File: src/rtl/mux_n_1_pipe.sv
// mux_n_1_pipe: N-input, W-bit selector feeding a registered output stage
// with a valid/ready handshake, a one-entry skid register and a flush input.
// Optional feature macro: MUX_SEL_CHECK_EN adds the sticky sel_err output
// and a simulation assertion on out-of-range selects.
module mux_n_1_pipe #(
  parameter int WIDTH  = 16,
  parameter int NUM_IN = 4,
  parameter int SEL_W  = 2
) (
  input  logic                    clk,
  input  logic                    rst,
  input  logic [NUM_IN*WIDTH-1:0] in_data,
  input  logic [SEL_W-1:0]        sel,
  input  logic                    in_valid,
  output logic                    in_ready,
  input  logic                    flush,
  output logic [WIDTH-1:0]        out_data,
  output logic [SEL_W-1:0]        out_sel,
  output logic                    out_valid,
  input  logic                    out_ready
`ifdef MUX_SEL_CHECK_EN
  ,
  output logic                    sel_err
`endif
);

  // Refuse to elaborate with an input count the select cannot address
  generate
    if (NUM_IN < 2 || NUM_IN > 16 || (2 ** SEL_W) < NUM_IN) begin : g_bad_params
      $error("mux_n_1_pipe: NUM_IN must be 2..16 and 2**SEL_W >= NUM_IN");
    end
  endgenerate

  typedef enum logic [1:0] {
    EMPTY = 2'd0,
    ONE   = 2'd1,
    TWO   = 2'd2
  } state_t;

  state_t            state;
  logic [WIDTH-1:0]  main_data;
  logic [SEL_W-1:0]  main_sel;
  logic [WIDTH-1:0]  skid_data;
  logic [SEL_W-1:0]  skid_sel;
  logic [WIDTH-1:0]  sel_data;
  logic              accept;
  logic              xfer_out;

  // Pick the addressed input slice; an out-of-range select yields zeros
  always_comb begin
    sel_data = '0;
    for (int i = 0; i < NUM_IN; i++) begin
      if (sel == SEL_W'(i)) begin
        sel_data = in_data[i*WIDTH +: WIDTH];
      end
    end
  end

  assign in_ready  = (state != TWO) && !rst;
  assign accept    = in_valid && in_ready;
  assign out_valid = (state != EMPTY);
  assign xfer_out  = out_valid && out_ready;
  assign out_data  = main_data;
  assign out_sel   = main_sel;

  // Main/skid pipeline: reset beats flush, flush beats any accept
  always_ff @(posedge clk) begin
    if (rst) begin
      state     <= EMPTY;
      main_data <= '0;
      main_sel  <= '0;
      skid_data <= '0;
      skid_sel  <= '0;
    end else if (flush) begin
      state <= EMPTY;
    end else begin
      case (state)
        EMPTY: begin
          if (accept) begin
            main_data <= sel_data;
            main_sel  <= sel;
            state     <= ONE;
          end
        end
        ONE: begin
          if (accept && xfer_out) begin
            main_data <= sel_data;
            main_sel  <= sel;
          end else if (accept) begin
            skid_data <= sel_data;
            skid_sel  <= sel;
            state     <= TWO;
          end else if (xfer_out) begin
            state <= EMPTY;
          end
        end
        TWO: begin
          if (xfer_out) begin
            main_data <= skid_data;
            main_sel  <= skid_sel;
            state     <= ONE;
          end
        end
        default: state <= EMPTY;
      endcase
    end
  end

`ifdef MUX_SEL_CHECK_EN
  logic sel_illegal;

  // A fully populated select space can never be out of range
  generate
    if (NUM_IN == (2 ** SEL_W)) begin : g_no_illegal
      assign sel_illegal = 1'b0;
    end else begin : g_illegal
      assign sel_illegal = ({1'b0, sel} >= (SEL_W+1)'(NUM_IN));
    end
  endgenerate

  // Sticky error flag, raised when an out-of-range select is accepted
  always_ff @(posedge clk) begin
    if (rst || flush) begin
      sel_err <= 1'b0;
    end else if (accept && sel_illegal) begin
      sel_err <= 1'b1;
    end
  end

  a_sel_legal: assert property (@(posedge clk) disable iff (rst)
                                !(accept && sel_illegal))
    else $warning("mux_n_1_pipe: accepted out-of-range select %0d", sel);
`endif

endmodule

File: config.mk
export PLATFORM = sky130hd
export DESIGN_NAME = mux_n_1_pipe
export DESIGN_NICKNAME = d
export VERILOG_FILES = /design/src/rtl/mux_n_1_pipe.sv
export SDC_FILE = /design/constraint.sdc
export NUM_CORES = 1
export LEC_CHECK = 0
export ABC_AREA = 1
export CAP_MARGIN = 5
export CORE_MARGIN = 5
export CORE_UTILIZATION = 47
export DETAILED_ROUTE_END_ITERATION = 10
export GPL_TIMING_DRIVEN = 0
export HOLD_SLACK_MARGIN = 0.03
export PLACE_DENSITY = 0.85
export SKIP_LAST_GASP = 1
export SLEW_MARGIN = 10
export SYNTH_ARGS = -nofsm -noshare
export SYNTH_HDL_FRONTEND = slang
export SYNTH_SLANG_ARGS = --single-unit
export TNS_END_PERCENT = 100
File: constraint.sdc
create_clock -name clk -period 2.95 [get_ports clk]
set_input_delay 0.295 -clock clk [delete_from_list [all_inputs] [get_ports clk]]
set_output_delay 0.295 -clock clk [all_outputs]
set_load 0.02 [all_outputs]
==> results.toml, run 1 <==
[route]
routed_wl_mm = 7.18
route.detailed.wl_per_inst_um = 13.5
drtIter0Drc = 230
viasPerCell = 5.16
first_pass_iters = 5
drc_errors = 0
ant_nets = 0
via_count = 2743

[power]
powerDensity_mw_per_mm2 = 413
ir_drop_v = 0.000197
p_leak_nw = 1.51
power_mw = 1.41

[global_route]
grt_use_met2_pct = 41.1
antenna_found_initial = 0
met1_usage_pct = 28.6
top_usage_layer = "met2"
track_usage_pct = 23.6
use_met3_pct = 4.74
grt_pass1_wl_mm = 11.9
gr-total-overflow = 0
grt_max_degree = 13
grt_pass1_vias = 2643

[synthesis]
synth_area_leaders = "dfxtp_1 (33%), nand2_1 (15%), nand3_1 (12%)"
synth_fp_nets = 440
synth_cell_types = 26
ys_seq_elements = 38
synth_top_cell_area_share_pct = 33.0
ys_seq_area_share_pct = 33.0
synth_most_common_cell = "nand2_1"
postSynthCellCount = 369
synth-edff-count = 0
ys_warn_count = 0
syn_area_mm2 = 0.00230
synth-main-ff-cell = "dfxtp_1"
synthArstFlopShare_pct = 0
yosys-top-cells-count = "nand2_1 (95), nand3_1 (53), nor2_1 (53)"
syn_avg_cell_area_um2 = 6.24
synth_top_cell_by_area = "dfxtp_1"

[floorplan]
dieWidth_um = 80.0
num_rows = 25
die_area_mm2 = 0.00640
start_util_pct = 48.4
coreArea_mm2 = 0.00475
die_y_um = 80.0
num_io_pins = 91

[critical_path]
start_kind = "register"
cp_max_fo = 10
path_class = "register to primary output"
crit_arrival_ns = 2.03
critPathCaptureType = "primary output"
crit_end = "in_ready"
startpoint = "state[0]"
rr_worst_depth = 8
r2r_start = "state[0]"
reg2reg_to = "out_data[5]"
r2r_slack_ns = 1.38
required_ns = 2.65

[clocking]
cts.sinks = 38
ctsHoldBuffers = 0
clk_path_buf_depth = 2
cts.clk_slew.worst_paths_ns = 0.08
cts.repair.resized = 0
h-tree-depth = 2
root_buffer = "clkbuf_8"
cts_inserted_buffers = 5
cts_tree = "yes"
clock_latency_ns = 0.29
postCtsSetupBuffers = 0

[cells_and_area]
fin_util_pct = 71.7
area_growth_pct = 48.1
nNetsFinal = 535
antenna_cells = 0
drive_gt1_share_pct = 9.68
fillCellCount = 438

[sta]
setup_viol = 0
post-route-min-period_ns = 2.33
fin_crit_sh_pct = 78.8
worstMarginPinSlew_ns = 0.436
report.final.slew_viol_count = 0
fmax_ghz = 0.430
hold_viol_final = 0
relSlewSlack_pct = 70.9
rsz0062_at_grt = "false"
tns_ns = 0
fin_skew_ns = 0.00760
whs_ns = 0.288

[placement]
dp_hpwl_mm = 5.55
port_buffers = 88
finalWeightedCongestion = 0.862

[outcome]
status = "completed"

[min_path]
hold_class = "primary input to register"

[job]
drv_cap = 0
[critical path: stages, from the launching register on]
cell and delay [ns]:
dfxtp_1 0.42, inv_2 0.07, nand2_2 0.08, buf_6 0.15, inv_1 0.07, buf_2 0.19, nor2_1 0.12, clkdlybuf4s50_1 0.62
[placed cells by master (no fill, tap or decap), types with 2 or more instances in the layout]
| cell type | instances |
|---|---|
| buf_2 | 12 |
| o21ai_0 | 28 |
| o21ai_1 | 3 |
| nand3b_1 | 2 |
| nand2_4 | 3 |
| a21oi_1 | 21 |
| inv_2 | 2 |
| inv_1 | 23 |
| or2_1 | 10 |
| nand3_1 | 53 |
| nand2_1 | 95 |
| clkbuf_8 | 6 |
| dfxtp_1 | 38 |
| clkdlybuf4s50_1 | 88 |
| buf_4 | 2 |
| or2_2 | 6 |
| bufinv_16 | 2 |
| nor2_2 | 3 |
| buf_6 | 4 |
| clkbuf_1 | 3 |
| nor2_1 | 53 |
[metal layers]
| metal | part of all wire, % | vias to the layer above |
|---|---|---|
| met1 | 40 | 1237 |
| met4 | 1.9 | 0 |
| met2 | 50 | 121 |
| met5 | 0 | - |
| met3 | 7.6 | 12 |
| li1 | - | 1373 |
[flip-flops by register name, indices dropped and copies added (netlist names)]
name	flops
skid_data	16
state	2
skid_sel	2
out_sel	2
out_data	16
[how the worst min path moves through the flow]
stage	from	to	cells past startpoint
floorplan	skid_data[10]	skid_data[10]	2
global placement	skid_data[10]	skid_data[10]	2
detailed placement	skid_data[10]	skid_data[10]	2
CTS	rst	skid_data[6]	2
global route	rst	skid_data[10]	2
finish	rst	skid_data[10]	2
[logic make-up (layout without fill, tap and decap cells)]
group           Yosys count  count (layout)  synth area share (%)
buf+inv                  48             144                  10.2
flops                    38              38                  33.0
simple gates            229             229                  44.5
compound gates           54              54                  12.3
[power by group]
| part | leakage, nW | internal, mW | switching, mW | total (mW) |
|---|---|---|---|---|
| Sequential | 0.309 | 0.532 | 0.00925 | 0.541 |
| Clock | 0.0714 | 0.361 | 0.188 | 0.549 |
| Combinational | 1.13 | 0.165 | 0.154 | 0.319 |
| Total | 1.51 | 1.06 | 0.351 | 1.41 |
[metrics by stage]
step | cell area [um2] | cells | setup WS (ns)
2_1_floorplan | 2300 | 369 | 1.52
3_3_place_gp | 3270 | 524 | 0.790
3_5_place_dp | 3270 | 524 | 0.752
4_1_cts | 3410 | 532 | 0.646
5_1_grt | 3410 | 532 | 0.509
6_report | 3410 | 532 | 0.625
[cell type report]
| type | instances | area [um2] | area share (%) |
|---|---|---|---|
| clock inverters | 2 | 60.1 | 1.76 |
| multi-input cells | 283 | 1310 | 38.3 |
| flip-flops and latches | 38 | 761 | 22.3 |
| repair buffers | 88 | 881 | 25.8 |
| plain buffers | 21 | 131 | 3.85 |
| inverters | 27 | 103 | 3.01 |
| clock buffers | 6 | 82.6 | 2.42 |
| well taps | 67 | 83.8 | 2.46 |
Power figures use the tool's default switching activity.
==> run 2, diff against run 1 <==
- CORE_UTILIZATION: 47 -> 44
- PLACE_DENSITY: 0.85 -> 0.8
- clock period: 2.95 -> 2.2 ns (I/O delays scaled with it)
==> run 2 against run 1 <==
Against the previous run: combinational power increased by 34%; clock power decreased by 19%; worst setup slack got worse by 0.35 ns; clock-buffer cell count decreased by 1; worst hold slack got worse by 0.084 ns; largest power group is now registers.
==> results.toml, run 2 (synthesis results as in run 1) <==
[clocking]
ctsHoldBuffers = 0
cts.clk_slew.worst_paths_ns = 0.07
cts_inserted_buffers = 5
h-tree-depth = 2
cts_tree = "yes"
postCtsSetupBuffers = 0
cts.repair.resized = 1
clock_latency_ns = 0.29
cts.sinks = 38
root_buffer = "clkbuf_8"
clk_path_buf_depth = 2

[placement]
place_inst = 527
post_dp_cell_area_mm2 = 0.00327
finalWeightedCongestion = 0.823
dp_hpwl_mm = 5.50
port_buffers = 88
post-place-ws_ns = 0.178

[cells_and_area]
area_growth_pct = 45.4
drive_gt1_share_pct = 9.48
nNetsFinal = 535
fin_util_pct = 65.6
final_common_cell = "nand2_1"
instances_no_fill = 534
final_cell_mix = "nand2_1 (95), clkdlybuf4s50_1 (87), nor2_1 (53), nand3_1 (53), dfxtp_1 (38)"
stdcell_area_mm2 = 0.00335
antenna_cells = 0

[route]
routed_wl_mm = 6.85
first_pass_iters = 4
route.detailed.wl_per_inst_um = 12.8
drtIter0Drc = 125
ant_nets = 0
drc_errors = 0
via_count = 2643
viasPerCell = 4.95

[critical_path]
crit_end = "in_ready"
required_ns = 1.98
start_kind = "register"
r2r_start = "state[0]"
cp_max_fo = 10
startpoint = "state[0]"
crit_chain = "inv_2, nand2_2, buf_6, inv_1, buf_2, nor2_1, dlygate4sd2_1"
path_class = "register to primary output"
rr_worst_depth = 8
crit_arrival_ns = 1.70
critPathMaxStageDelay_ns = 0.43
r2r_slack_ns = 0.66
critical-path-slowest-cell = "dfxtp_1"
critPathCaptureType = "primary output"
reg2reg_to = "out_data[13]"

[min_path]
hold_depth = 2
hold_class = "primary input to register"

[power]
power_mw = 1.60
ir_drop_v = 0.000202
p_leak_nw = 1.48
powerDensity_mw_per_mm2 = 477

[sta]
report.final.slew_viol_count = 0
relSlewSlack_pct = 74.6
post-route-min-period_ns = 1.92
layout_setup_ws_ns = 0.278
fin_skew_ns = 0.00657
rsz0062_at_grt = "false"
worstMarginPinSlew_ns = 0.381
hold_viol_final = 0
tns_ns = 0
fmax_ghz = 0.520
setup_viol = 0
whs_ns = 0.203
fin_crit_sh_pct = 87.3

[global_route]
gr-total-overflow = 0
grt_pass1_vias = 2532
grt_pass1_wl_mm = 11.5
track_usage_pct = 21.8
antenna_found_initial = 0
grt_max_degree = 12

[floorplan]
num_rows = 26
start_util_pct = 45.1
die_y_um = 82.3
die_area_mm2 = 0.00678
coreArea_mm2 = 0.00511
num_io_pins = 91
dieWidth_um = 82.3

[outcome]
status = "completed"

[job]
drv_cap = 0
-- run 2: changes by cell type in the layout (fill, tap and decap cells not counted) --
cell / before / now
clkbuf_8: 6 / 5
bufinv_16: 2 / 0
clkdlybuf4s50_1: 88 / 87
dlygate4sd2_1: 0 / 1
clkinv_2: 1 / 3
-- run 2: worst min-delay path by stage --
| stage | startpoint | endpoint | slack (ns) |
|---|---|---|---|
| 2_1_floorplan | flush | state[1] | 0.37 |
| 3_3_place_gp | skid_data[8] | skid_data[8] | 0.45 |
| 3_5_place_dp | skid_data[1] | skid_data[1] | 0.46 |
| 4_1_cts | rst | skid_data[10] | 0.19 |
| 5_1_grt | rst | skid_data[6] | 0.23 |
| 6_report | rst | skid_data[10] | 0.20 |
-- run 2: where the power goes --
part,total (mW),internal (mW),leakage (nW),switching (mW)
sequential,0.725,0.713,0.309,0.0123
combinational,0.426,0.221,1.13,0.205
clock,0.447,0.213,0.0438,0.234
total,1.60,1.15,1.48,0.451
-- run 2: per-layer routing --
layer	GRT usage, %	part of all wire [%]	up-vias
li1	-	-	1368
met1	27.5	43	1170
met2	36.5	48	92
met3	5.42	7.4	13
met4	6.81	1.5	0
met5	0	0	-
-- run 2: final cells by class --
| type | instances | area, um2 |
|---|---|---|
| fillers | 497 | 1760 |
| multi-input cells | 283 | 1310 |
| repair buffers | 88 | 880 |
| flip-flops and latches | 38 | 761 |
| plain buffers | 21 | 131 |
| inverters | 27 | 103 |
| well taps | 70 | 87.6 |
| clock buffers | 5 | 68.8 |
| clock inverters | 2 | 10.0 |
-- run 2: critical path, delay by kind of cell, from the launching register on --
family        cells  cell delay [ns]
flops             1             0.43
buf+inv           5             0.81
simple gates      2             0.17
